File: src/rtl/aes_ctr_xor_stage.sv
// ============================================================================
// aes_ctr_xor_stage
// ----------------------------------------------------------------------------
// Final datapath stage of the AES-256-CTR core. Joins the plaintext stream
// with the keystream coming out of the AES round pipeline, XORs each
// plaintext word with its keystream word and presents the ciphertext on an
// AXI-Stream master port. tlast comes from the plaintext side only, and
// backpressure from the master port is fully supported.
//
// Build option:
//   AES_CTR_XOR_SKID_EN  defined   -> two-entry output buffer (main + skid).
//                                     Input readies come from a register, so
//                                     there is no combinational path from
//                                     m_axis_tready to the input readies.
//                        undefined -> single output register. Input readies
//                                     depend combinationally on
//                                     m_axis_tready. Throughput and output
//                                     behaviour are the same in both builds.
//
// Parameters:
//   DATA_WIDTH   width of plaintext, keystream and ciphertext words
//   CNT_WIDTH    width of the per-packet beat counter
//
// Ports:
//   clk, rst_n        clock (rising edge) / asynchronous active-low reset
//   s_pt_*            plaintext AXI-Stream slave (tdata, tvalid, tlast, tready)
//   s_ks_*            keystream AXI-Stream slave (tdata, tvalid, tready)
//   m_axis_*          ciphertext AXI-Stream master (tdata, tvalid, tlast, tready)
//   beat_count        ciphertext beats transferred so far in the current packet
//   pkt_done          one-cycle pulse in the cycle after the tlast beat transfers
// ============================================================================

module aes_ctr_xor_stage #(
    parameter int DATA_WIDTH = 128,
    parameter int CNT_WIDTH  = 32
) (
    input  logic                  clk,
    input  logic                  rst_n,

    input  logic [DATA_WIDTH-1:0] s_pt_tdata,
    input  logic                  s_pt_tvalid,
    input  logic                  s_pt_tlast,
    output logic                  s_pt_tready,

    input  logic [DATA_WIDTH-1:0] s_ks_tdata,
    input  logic                  s_ks_tvalid,
    output logic                  s_ks_tready,

    output logic [DATA_WIDTH-1:0] m_axis_tdata,
    output logic                  m_axis_tvalid,
    output logic                  m_axis_tlast,
    input  logic                  m_axis_tready,

    output logic [CNT_WIDTH-1:0]  beat_count,
    output logic                  pkt_done
);

    // Output buffer occupancy. ST_FULL is only reachable in the skid build.
    typedef enum logic [1:0] {
        ST_EMPTY = 2'd0,
        ST_ONE   = 2'd1,
        ST_FULL  = 2'd2
    } state_t;

    state_t                state;
    state_t                state_nxt;

    logic                  can_accept;
    logic                  join_fire;
    logic                  m_fire;
    logic [DATA_WIDTH-1:0] xor_word;

    logic [DATA_WIDTH-1:0] main_data;
    logic                  main_last;

    // The two inputs are consumed strictly as a pair: each side's ready
    // depends on the other side's valid, so a word is never taken from one
    // stream without its partner from the other.
    assign xor_word      = s_pt_tdata ^ s_ks_tdata;
    assign join_fire     = s_pt_tvalid & s_ks_tvalid & can_accept;
    assign s_pt_tready   = s_ks_tvalid & can_accept;
    assign s_ks_tready   = s_pt_tvalid & can_accept;

    // The main register is always the word on the master port; it is valid
    // whenever the buffer holds anything.
    assign m_axis_tvalid = (state != ST_EMPTY);
    assign m_axis_tdata  = main_data;
    assign m_axis_tlast  = main_last;
    assign m_fire        = m_axis_tvalid & m_axis_tready;

`ifdef AES_CTR_XOR_SKID_EN

    logic [DATA_WIDTH-1:0] skid_data;
    logic                  skid_last;
    logic                  can_accept_q;

    // can_accept_q resets low, which also keeps both input readies low for
    // the whole time rst_n is asserted.
    assign can_accept = can_accept_q;

    // Next occupancy of the two-entry buffer. In ST_FULL can_accept is low,
    // so no join can happen there and only the drain of main matters.
    always_comb begin
        state_nxt = state;
        case (state)
            ST_EMPTY: begin
                if (join_fire) begin
                    state_nxt = ST_ONE;
                end
            end
            ST_ONE: begin
                if (join_fire && !m_fire) begin
                    state_nxt = ST_FULL;
                end else if (!join_fire && m_fire) begin
                    state_nxt = ST_EMPTY;
                end
            end
            ST_FULL: begin
                if (m_fire) begin
                    state_nxt = ST_ONE;
                end
            end
            default: state_nxt = ST_EMPTY;
        endcase
    end

    // Buffer registers. A join that arrives while main is stalled lands in
    // the skid register. A join that arrives while main is being taken
    // reloads main directly. When main drains from ST_FULL the skid word
    // moves forward. can_accept is registered from the next occupancy, so
    // it always equals (state != ST_FULL) without looking at m_axis_tready.
    always_ff @(posedge clk or negedge rst_n) begin
        if (!rst_n) begin
            state        <= ST_EMPTY;
            can_accept_q <= 1'b0;
            main_data    <= '0;
            main_last    <= 1'b0;
            skid_data    <= '0;
            skid_last    <= 1'b0;
        end else begin
            state        <= state_nxt;
            can_accept_q <= (state_nxt != ST_FULL);
            case (state)
                ST_EMPTY: begin
                    if (join_fire) begin
                        main_data <= xor_word;
                        main_last <= s_pt_tlast;
                    end
                end
                ST_ONE: begin
                    if (join_fire) begin
                        if (m_fire) begin
                            main_data <= xor_word;
                            main_last <= s_pt_tlast;
                        end else begin
                            skid_data <= xor_word;
                            skid_last <= s_pt_tlast;
                        end
                    end
                end
                ST_FULL: begin
                    if (m_fire) begin
                        main_data <= skid_data;
                        main_last <= skid_last;
                    end
                end
                default: begin
                    main_data <= main_data;
                end
            endcase
        end
    end

`else

    // A new pair can enter when the output register is empty or is being
    // taken this cycle. This makes a combinational path from m_axis_tready
    // to the input readies. rst_n is included so that the readies stay low
    // while reset is asserted.
    assign can_accept = rst_n & (!m_axis_tvalid | m_axis_tready);

    // Single-register occupancy. A join in ST_ONE is only possible together
    // with m_fire, so the register is reloaded and the state stays ST_ONE.
    always_comb begin
        state_nxt = state;
        case (state)
            ST_EMPTY: begin
                if (join_fire) begin
                    state_nxt = ST_ONE;
                end
            end
            ST_ONE: begin
                if (!join_fire && m_fire) begin
                    state_nxt = ST_EMPTY;
                end
            end
            default: state_nxt = ST_EMPTY;
        endcase
    end

    // Output register: loaded on every join. It keeps its value while it is
    // stalled, because no join can happen then.
    always_ff @(posedge clk or negedge rst_n) begin
        if (!rst_n) begin
            state     <= ST_EMPTY;
            main_data <= '0;
            main_last <= 1'b0;
        end else begin
            state <= state_nxt;
            if (join_fire) begin
                main_data <= xor_word;
                main_last <= s_pt_tlast;
            end
        end
    end

`endif

    // Per-packet beat counter and end-of-packet pulse. Both are shared by the
    // two builds. The counter wraps naturally, has no saturation, and clears
    // on the tlast beat so that the next packet starts from zero with no idle
    // cycle. pkt_done is a registered copy of the tlast transfer, so it is
    // high for exactly the cycle after that transfer.
    always_ff @(posedge clk or negedge rst_n) begin
        if (!rst_n) begin
            beat_count <= '0;
            pkt_done   <= 1'b0;
        end else begin
            pkt_done <= m_fire & m_axis_tlast;
            if (m_fire) begin
                if (m_axis_tlast) begin
                    beat_count <= '0;
                end else begin
                    beat_count <= beat_count + CNT_WIDTH'(1);
                end
            end
        end
    end

endmodule

File: config.mk
export PLATFORM = sky130hd
export DESIGN_NAME = aes_ctr_xor_stage
export DESIGN_NICKNAME = d
export VERILOG_FILES = /design/src/rtl/aes_ctr_xor_stage.sv
export SDC_FILE = /design/constraint.sdc
export NUM_CORES = 1
export LEC_CHECK = 0
export CAP_MARGIN = 20
export CORE_AREA = 2 2 167 169
export CTS_CLUSTER_SIZE = 28
export DETAILED_ROUTE_END_ITERATION = 16
export DIE_AREA = 0 0 169 171
export GPL_TIMING_DRIVEN = 0
export HOLD_SLACK_MARGIN = 0.15
export PLACE_DENSITY = 0.6
export SLEW_MARGIN = 5
export SYNTH_ARGS = -nofsm -noshare
export SYNTH_HDL_FRONTEND = slang
export SYNTH_SLANG_ARGS = --single-unit
File: constraint.sdc
create_clock -name clk -period 1.7 [get_ports clk]
set_input_delay 0.255 -clock clk [delete_from_list [all_inputs] [get_ports clk]]
set_output_delay 0.255 -clock clk [all_outputs]
set_load 0.01 [all_outputs]
* After elaboration in Yosys (flattened, before gate mapping)
Cells that the tools add are included.
Widths: inputs -> output; s select.
** Word-level totals
- Bits in registers :: 164
- Bits of input ports :: 262
- Output and inout port bits :: 165
- Word-level logic and storage cells :: 28
** Cells by class
- Add/sub/neg operators :: 1
- Equal/unequal tests :: 3
- Mux-type cells :: 4
- Bitwise operators :: 9
- Reduce and logical (&&, ||, !) cells :: 6
** Operators with widths (number)
- $xor 128x128->128 :: 1
- $add 32x1->32 const B :: 1
- $mux 32 :: 1
- $and 1x1->1 :: 7
- $mux 2 :: 2
- $ne 2x2->1 const B :: 2
- $pmux 2 s2 :: 1
- $eq 2x1->1 const B :: 1
- $logic_not 1->1 :: 2
- $logic_not 2->1 :: 1
- $reduce_and 2->1 :: 1
- $reduce_bool 2->1 :: 1
- $logic_and 1x1->1 :: 1
- $or 1x1->1 :: 1

* Longest topological paths before layout
Gate-level depths: netlist of run 1.
- Word-level depth :: 9
- Gate-level depth with buffers :: 7
- Mapped depth without buffers :: 5

* Least setup slack after synthesis of run 1
OpenSTA, ideal clock, no wires.
- Path type :: register to register
- Start :: register beat_count[0]
- End :: register beat_count[26]
- Setup time :: 0.078 ns
- Arrival time :: 1.822 ns
- Required time :: 1.622 ns
- Setup slack :: -0.200 ns
- Stages on the path, launching flop included :: 7
- Path buffers :: 1
- Clock period less this slack :: 1.900 ns
- Cell sequence :: dfrtp_1 > ha_1 > and4_1 > buf_2 > nand4_1 > or4_1 > a21oi_1
** On the way
- Word-level cells in the longest chain between the ends :: 2
** Ends and longest elaborated chain
- from (decl) :: line 54 : output logic [CNT_WIDTH-1:0] beat_count,
- from (signal assigned) :: line 234 : beat_count <= beat_count + CNT_WIDTH'(1);
- $add 32x1->32 :: line 234
- $mux 32 :: line 231 : if (m_axis_tlast) begin
No other way between the ends.
A chain may end at the register's enable or synchronous reset.

* Final worst setup path of run 1
- Start :: register beat_count[0]
- End :: register beat_count[28]
Same word-level chain as after synthesis.

==> metrics.txt, run 1 <==
H-tree depth=4; Async S/R FF share, synth=100%; initial core utilization=27.2%; top cells by area, synth=dfrtp_1 55%, xnor2_1 15%, o21ai_0 9.4%; share of post-route cells with drive strength above 1=12.5%; Tmin final=1730 ps; outcome=finished, violations left; Hold Path Class=in -> async; largest net degree at the start of global routing=90; Via density=4.50; vias in the first global route=7202; setup ws final=-32.7 ps; number of flops mapped to enable cells by yosys=0; Reg area=0.00410 mm²; die width=169 µm; cell area after synthesis=0.00742 mm²; RSZ-0062 raised after global routing=yes; Cell Rows=61; first-pass GRT wire length=40600 µm; LEAKAGE=5.73 nW; P per Cell Area=932 mW/mm²; WHS=-226 ps; violated checks=hold timing, setup timing; Buffers on Ports=426; initial antenna violation count=0; CTS buffer count=17; chip height=171 µm; Critical Path End Type=register; worst skew pair latency=430 ps; Final Cycle Share=102%; routed len/inst=17.1 µm; 1st-pass router iterations=4; Max VDD drop=0.455 mV; crit path launch type=register; r2r setup slk=-30 ps; count leader, synth=dfrtp_1; Setup Skew=12.1 ps; DRC violations left=0; Final GP Congestion=0.781; fill count=2621; Critical Path Fanout Max=4; Cells after DPL=1511; Crit Path Category=reg -> reg; FF+latch count, synth=163; total grt overflow=0; Top Ports=427; nets@finish=1484; Worst-Margin Slew=627 ps; die area=0.0289 mm²; Arr. time, crit path=2070 ps; global-route usage over all layers=18.3%; post-synth top area cell=dfrtp_1; maximum clock path buffer count=2; DRT iter0 DRCs=335; placed cell area=0.0122 mm²; Syn Nets=1001; area of the multi-input gates=0.00330 mm²; commonest cells in the netlist=163 x dfrtp_1, 147 x nand2_1, 140 x o21ai_0; Rel. slew slack=58.2%; root buffer selected by CTS=clkbuf_16; Max-Cap Viols=0; top_reg_cell synth=dfrtp_1; clk sink count=163; final wirelength=27000 µm; achievable frequency=577 MHz; Post-Synthesis Cells=738; Ys Warns=0; fin area=0.0133 mm²; Finished Layout Cells=1580; core area=0.0273 mm²; CP Data Required Time=2040 ps; DR vias=7112; Clock Pin Slew Worst Setup and Hold Paths=70 ps; synth-to-layout area growth=79.8%; DP Worst Slack=-1450 ps; Slew Viols, Final=0; ANT nets after route=0; synthesized area per cell=10.1 µm²; count of cell types in the netlist=31; area share of the largest cell type after synthesis=54.9%; dpl hpwl=20500 µm; CTS tree=built; sequential element share of the synthesized area=54.9%; setup TNS=-126 ps; Fin. Hold Viols=74; count of final setup violators=6; Antenna Cells=0
-- state kept, by name, indices dropped and copies added, names as in the netlist --
register / cells
beat_count: 32
m_axis_tdata: 128
m_axis_tlast: 1
pkt_done: 1
state: 1
-- power by group --
part | leakage (nW) | internal, W | total [W] | switching [W]
Sequential | 2.04 | 0.00456 | 0.00496 | 0.000406
Combinational | 3.41 | 0.00221 | 0.00376 | 0.00155
Clock | 0.272 | 0.00197 | 0.00371 | 0.00174
-- layer usage --
metal | track usage [%] | vias to the layer above | routed length [µm]
li1 | - | 3466 | -
met1 | 21.3 | 3344 | 10500
met2 | 32.3 | 271 | 13900
met3 | 5.57 | 31 | 2050
met4 | 5.98 | 0 | 575
met5 | 0 | - | 0
-- per-stage QoR --
stage               util [%]  power [W]
global route            48.8     0.0131
CTS                     48.1     0.0126
floorplan                  -    0.00615
finish                  48.8     0.0124
global placement        44.5    0.00870
detailed placement      44.6    0.00874
-- layout make-up --
cell class                 count  share of cell area [%]
inverter                       2                  0.0563
timing repair buffer         467                    34.6
multi-input combinational    534                    24.8
buffer                        36                    2.36
tap                          346                    3.24
sequential                   163                    30.7
clock inverter                13                   0.881
clock buffer                  19                    3.32
-- repair_timing --
item,in CTS,in global routing
cloned,1,1
endpoints found under the setup margin,175,144
resized for setup,88,81
endpoints found under the hold margin,74,74
pin swaps,20,9
buffers inserted,31,7
-- worst max-delay path: stages, from the launching register on --
cell and delay (ps):
dfrtp_2 400, ha_4 140, and4_4 220, nand4_1 160, buf_4 200, or4_1 400, a21oi_1 140
-- cells in the final DEF, fill, tap and decap left out, types with 4 or more instances in the layout --
cell type,netlist,layout
a21oi_1,22,14
a21oi_2,0,8
and3_1,8,8
buf_4,1,41
buf_6,1,16
clkbuf_1,24,7
clkbuf_16,0,18
clkbuf_2,0,8
clkdlybuf4s50_1,0,395
dfrtp_1,163,145
dfrtp_2,0,18
dlygate4sd2_1,0,13
dlymetal6s2s_1,0,14
inv_8,0,4
nand2_1,147,147
nand3_1,11,11
nand4_1,9,9
nor2_1,6,6
o21ai_0,140,119
o21ai_1,0,21
o31ai_1,13,8
or3_1,8,8
or4_1,13,6
or4_4,0,7
xnor2_1,130,130
-- final timing paths --
| path | cells past startpoint | endpoint | startpoint |
|---|---|---|---|
| max in group asynchronous | 2 | m_axis_tdata[46] | rst_n |
| min in group clk | 3 | state[0] | m_axis_tready |
| min reg2reg | 2 | m_axis_tdata[107] | m_axis_tdata[107] |
| max | 6 | beat_count[28] | beat_count[0] |
| max reg2reg | 6 | beat_count[28] | beat_count[0] |
| min | 1 | beat_count[11] | rst_n |
-- cell families (layout without fill, tap and decap cells) --
family	count (synthesis)	after routing	share of synthesized area, %
simple gates	220	220	13.9
compound gates	176	176	12.3
flops	163	163	54.9
xor+xnor	133	133	15.7
buf+inv	41	537	2.39
mux	4	4	0.573
fa+ha+maj	1	1	0.169
No activity file was read; power rests on OpenSTA's default activity.
==> inputs of run 2 (changes only) <==
--- a/config.mk
+++ b/config.mk
@@ -6,13 +6,13 @@
 export NUM_CORES = 1
 export LEC_CHECK = 0
 export CAP_MARGIN = 20
-export CORE_AREA = 2 2 167 169
+export CORE_AREA = 2 2 168 170
 export CTS_CLUSTER_SIZE = 28
 export DETAILED_ROUTE_END_ITERATION = 16
-export DIE_AREA = 0 0 169 171
+export DIE_AREA = 0 0 170 172
 export GPL_TIMING_DRIVEN = 0
 export HOLD_SLACK_MARGIN = 0.15
-export PLACE_DENSITY = 0.6
+export PLACE_DENSITY = 0.58
 export SLEW_MARGIN = 5
 export SYNTH_ARGS = -nofsm -noshare
 export SYNTH_HDL_FRONTEND = slang
==> constraint.sdc (replaced) <==
create_clock -name clk -period 1.8 [get_ports clk]
set_input_delay 0.27 -clock clk [delete_from_list [all_inputs] [get_ports clk]]
set_output_delay 0.27 -clock clk [all_outputs]
set_load 0.01 [all_outputs]
==> metrics.txt, run 2 (same netlist as run 1, synthesis figures left out) <==
H-tree depth=4; Largest register FFs=128; root buffer selected by CTS=clkbuf_16; GR Util met1=21.6%; dpl hpwl=21000 µm; core area=0.0275 mm²; Hold Path Class=in -> reg; RR Endpoint=beat_count[30]; CTS buffer count=17; CP Data Required Time=2150 ps; DP Worst Slack=-1590 ps; die area=0.0292 mm²; initial core utilization=27.0%; largest net degree at the start of global routing=44; Worst-Margin Slew=965 ps; Top Ports=427; Buffers on Ports=426; DR vias=7095; global-route usage over all layers=18.3%; share of post-route cells with drive strength above 1=10.7%; commonest non-fill, non-tap cell in the layout=clkdlybuf4s50_1; CP Buf/Inv Count=2; M3 GR Usage=4.88%; count of final setup violators=0; DRT iter0 DRCs=325; fin area=0.0134 mm²; routed len/inst=17.7 µm; gr busiest metal=met2; 1st-pass router iterations=4; cell breakdown of the critical path=ha_4 > and4_1 > buf_6 > nand4_1 > buf_6 > or4_4 > a21oi_2; placed cell area=0.0122 mm²; critical path depth=7; crit path launch=beat_count[1]; first-pass GRT wire length=40400 µm; Final Cycle Share=99.6%; worst skew pair latency=430 ps; nets@finish=1491; Arr. time, crit path=2140 ps; commonest non-fill, non-tap cells in the layout=418 x clkdlybuf4s50_1, 153 x dfrtp_1, 147 x nand2_1; ANT nets after route=0; setup ws final=7.69 ps; Rel. slew slack=35.5%; worst-case reg-to-reg path depth=7; chip height=172 µm; FF-to-FF Start=beat_count[1]; Max VDD drop=0.442 mV; Crit Path Category=reg -> reg; Max-Cap Viols=0; CP peak stage delay=470 ps; CP most frequent cell=buf_6; synth-to-layout area growth=80.7%; Via density=4.47; Fin. Hold Viols=0; DRC violations left=0; LEAKAGE=5.53 nW; outcome=finished clean; Tmin final=1790 ps; fill count=2602; r2r setup slk=8 ps; Critical Path Fanout Max=7; clk sink count=163; Critical Path End Type=register; Antenna Cells=0; maximum clock path buffer count=2; RSZ-0062 raised after global routing=yes; initial antenna violation count=0; Clock Pin Slew Worst Setup and Hold Paths=70 ps; CP top delay family=simple AND/OR/NAND/NOR gates; GR Layer Usage met2=32.6%; Setup crit end=beat_count[30]; setup TNS=0 ps; P per Cell Area=879 mW/mm²; final wirelength=28100 µm; die width=170 µm; Final GP Congestion=0.771; Slew Viols, Final=0; crit path launch type=register; post-layout total power=0.0118 W; achievable frequency=558 MHz; CP max-delay cell=or4_4; vias in the first global route=7068; Cell Rows=61; Setup Skew=12.0 ps; Final Util=48.8%; total grt overflow=0; CTS tree=built
[run 2: cell types whose count changed in the layout (fill, tap and decap cells not counted), sizes merged]
cell           change
bufbuf             +2
clkdlybuf4s15      -1
clkbuf             +3
buf                -2
dlygate4sd2        -9
clkinvlp           +3
dlymetal6s2s      -12
inv                -3
dlygate4sd3        +4
clkdlybuf4s50     +23
clkinv             -1
[run 2: power breakdown]
part / leakage [nW] / switching, W / internal, W
logic: 3.22 / 0.00149 / 0.00217
registers: 2.06 / 0.000392 / 0.00431
clock network: 0.250 / 0.00161 / 0.00183
[run 2: repair_timing]
action	CTS	global route
gates cloned	3	2
endpoints found under the hold margin	160	58
resized for setup	31	55
endpoints found under the setup margin	155	148
pin swaps	4	18
setup buffers	19	13
hold buffers	3	6
[run 2: per-layer routing]
metal	share of wire, %	up-vias	wire (µm)
met5	0	-	0
met4	1.6	0	451
met3	7.4	21	2090
met2	52	264	14500
met1	39	3331	11100
li1	-	3479	-
[run 2: worst register-to-register path: stages, from the launching register on]
cell,delay [ps]
dfrtp_2,400
ha_4,140
and4_1,190
buf_6,110
nand4_1,110
buf_6,150
or4_4,480
a21oi_2,140
[run 2: how the worst min path moves through the flow]
| stage | startpoint | endpoint | slack (ps) | depth (start not counted) |
|---|---|---|---|---|
| finish | m_axis_tready | state[0] | 410 | 3 |
| global route | m_axis_tready | state[0] | 400 | 3 |
| CTS | rst_n | m_axis_tdata[120] | -210 | 2 |
| detailed placement | rst_n | beat_count[9] | 310 | 1 |
| global placement | m_axis_tdata[73] | m_axis_tdata[73] | 460 | 2 |
| floorplan | rst_n | beat_count[0] | -30 | 0 |
[run 2: metrics by stage]
stage	std cells	hold WS, ps
after floorplan	738	-25.6
final	1587	410
after global placement	1510	461
after global routing	1587	402
after detailed placement	1511	307
after CTS	1567	-207
[run 2: final cells by class]
cell class                 count  area, µm²  area share [%]
clock buffer                  20        447            3.33
clock inverter                12       98.8           0.737
sequential                   163       4090            30.5
multi-input combinational    534       3280            24.5
tap                          346        433            3.23
buffer                        37        219            1.63
inverter                       2       7.51          0.0560
timing repair buffer         473       4830            36.1
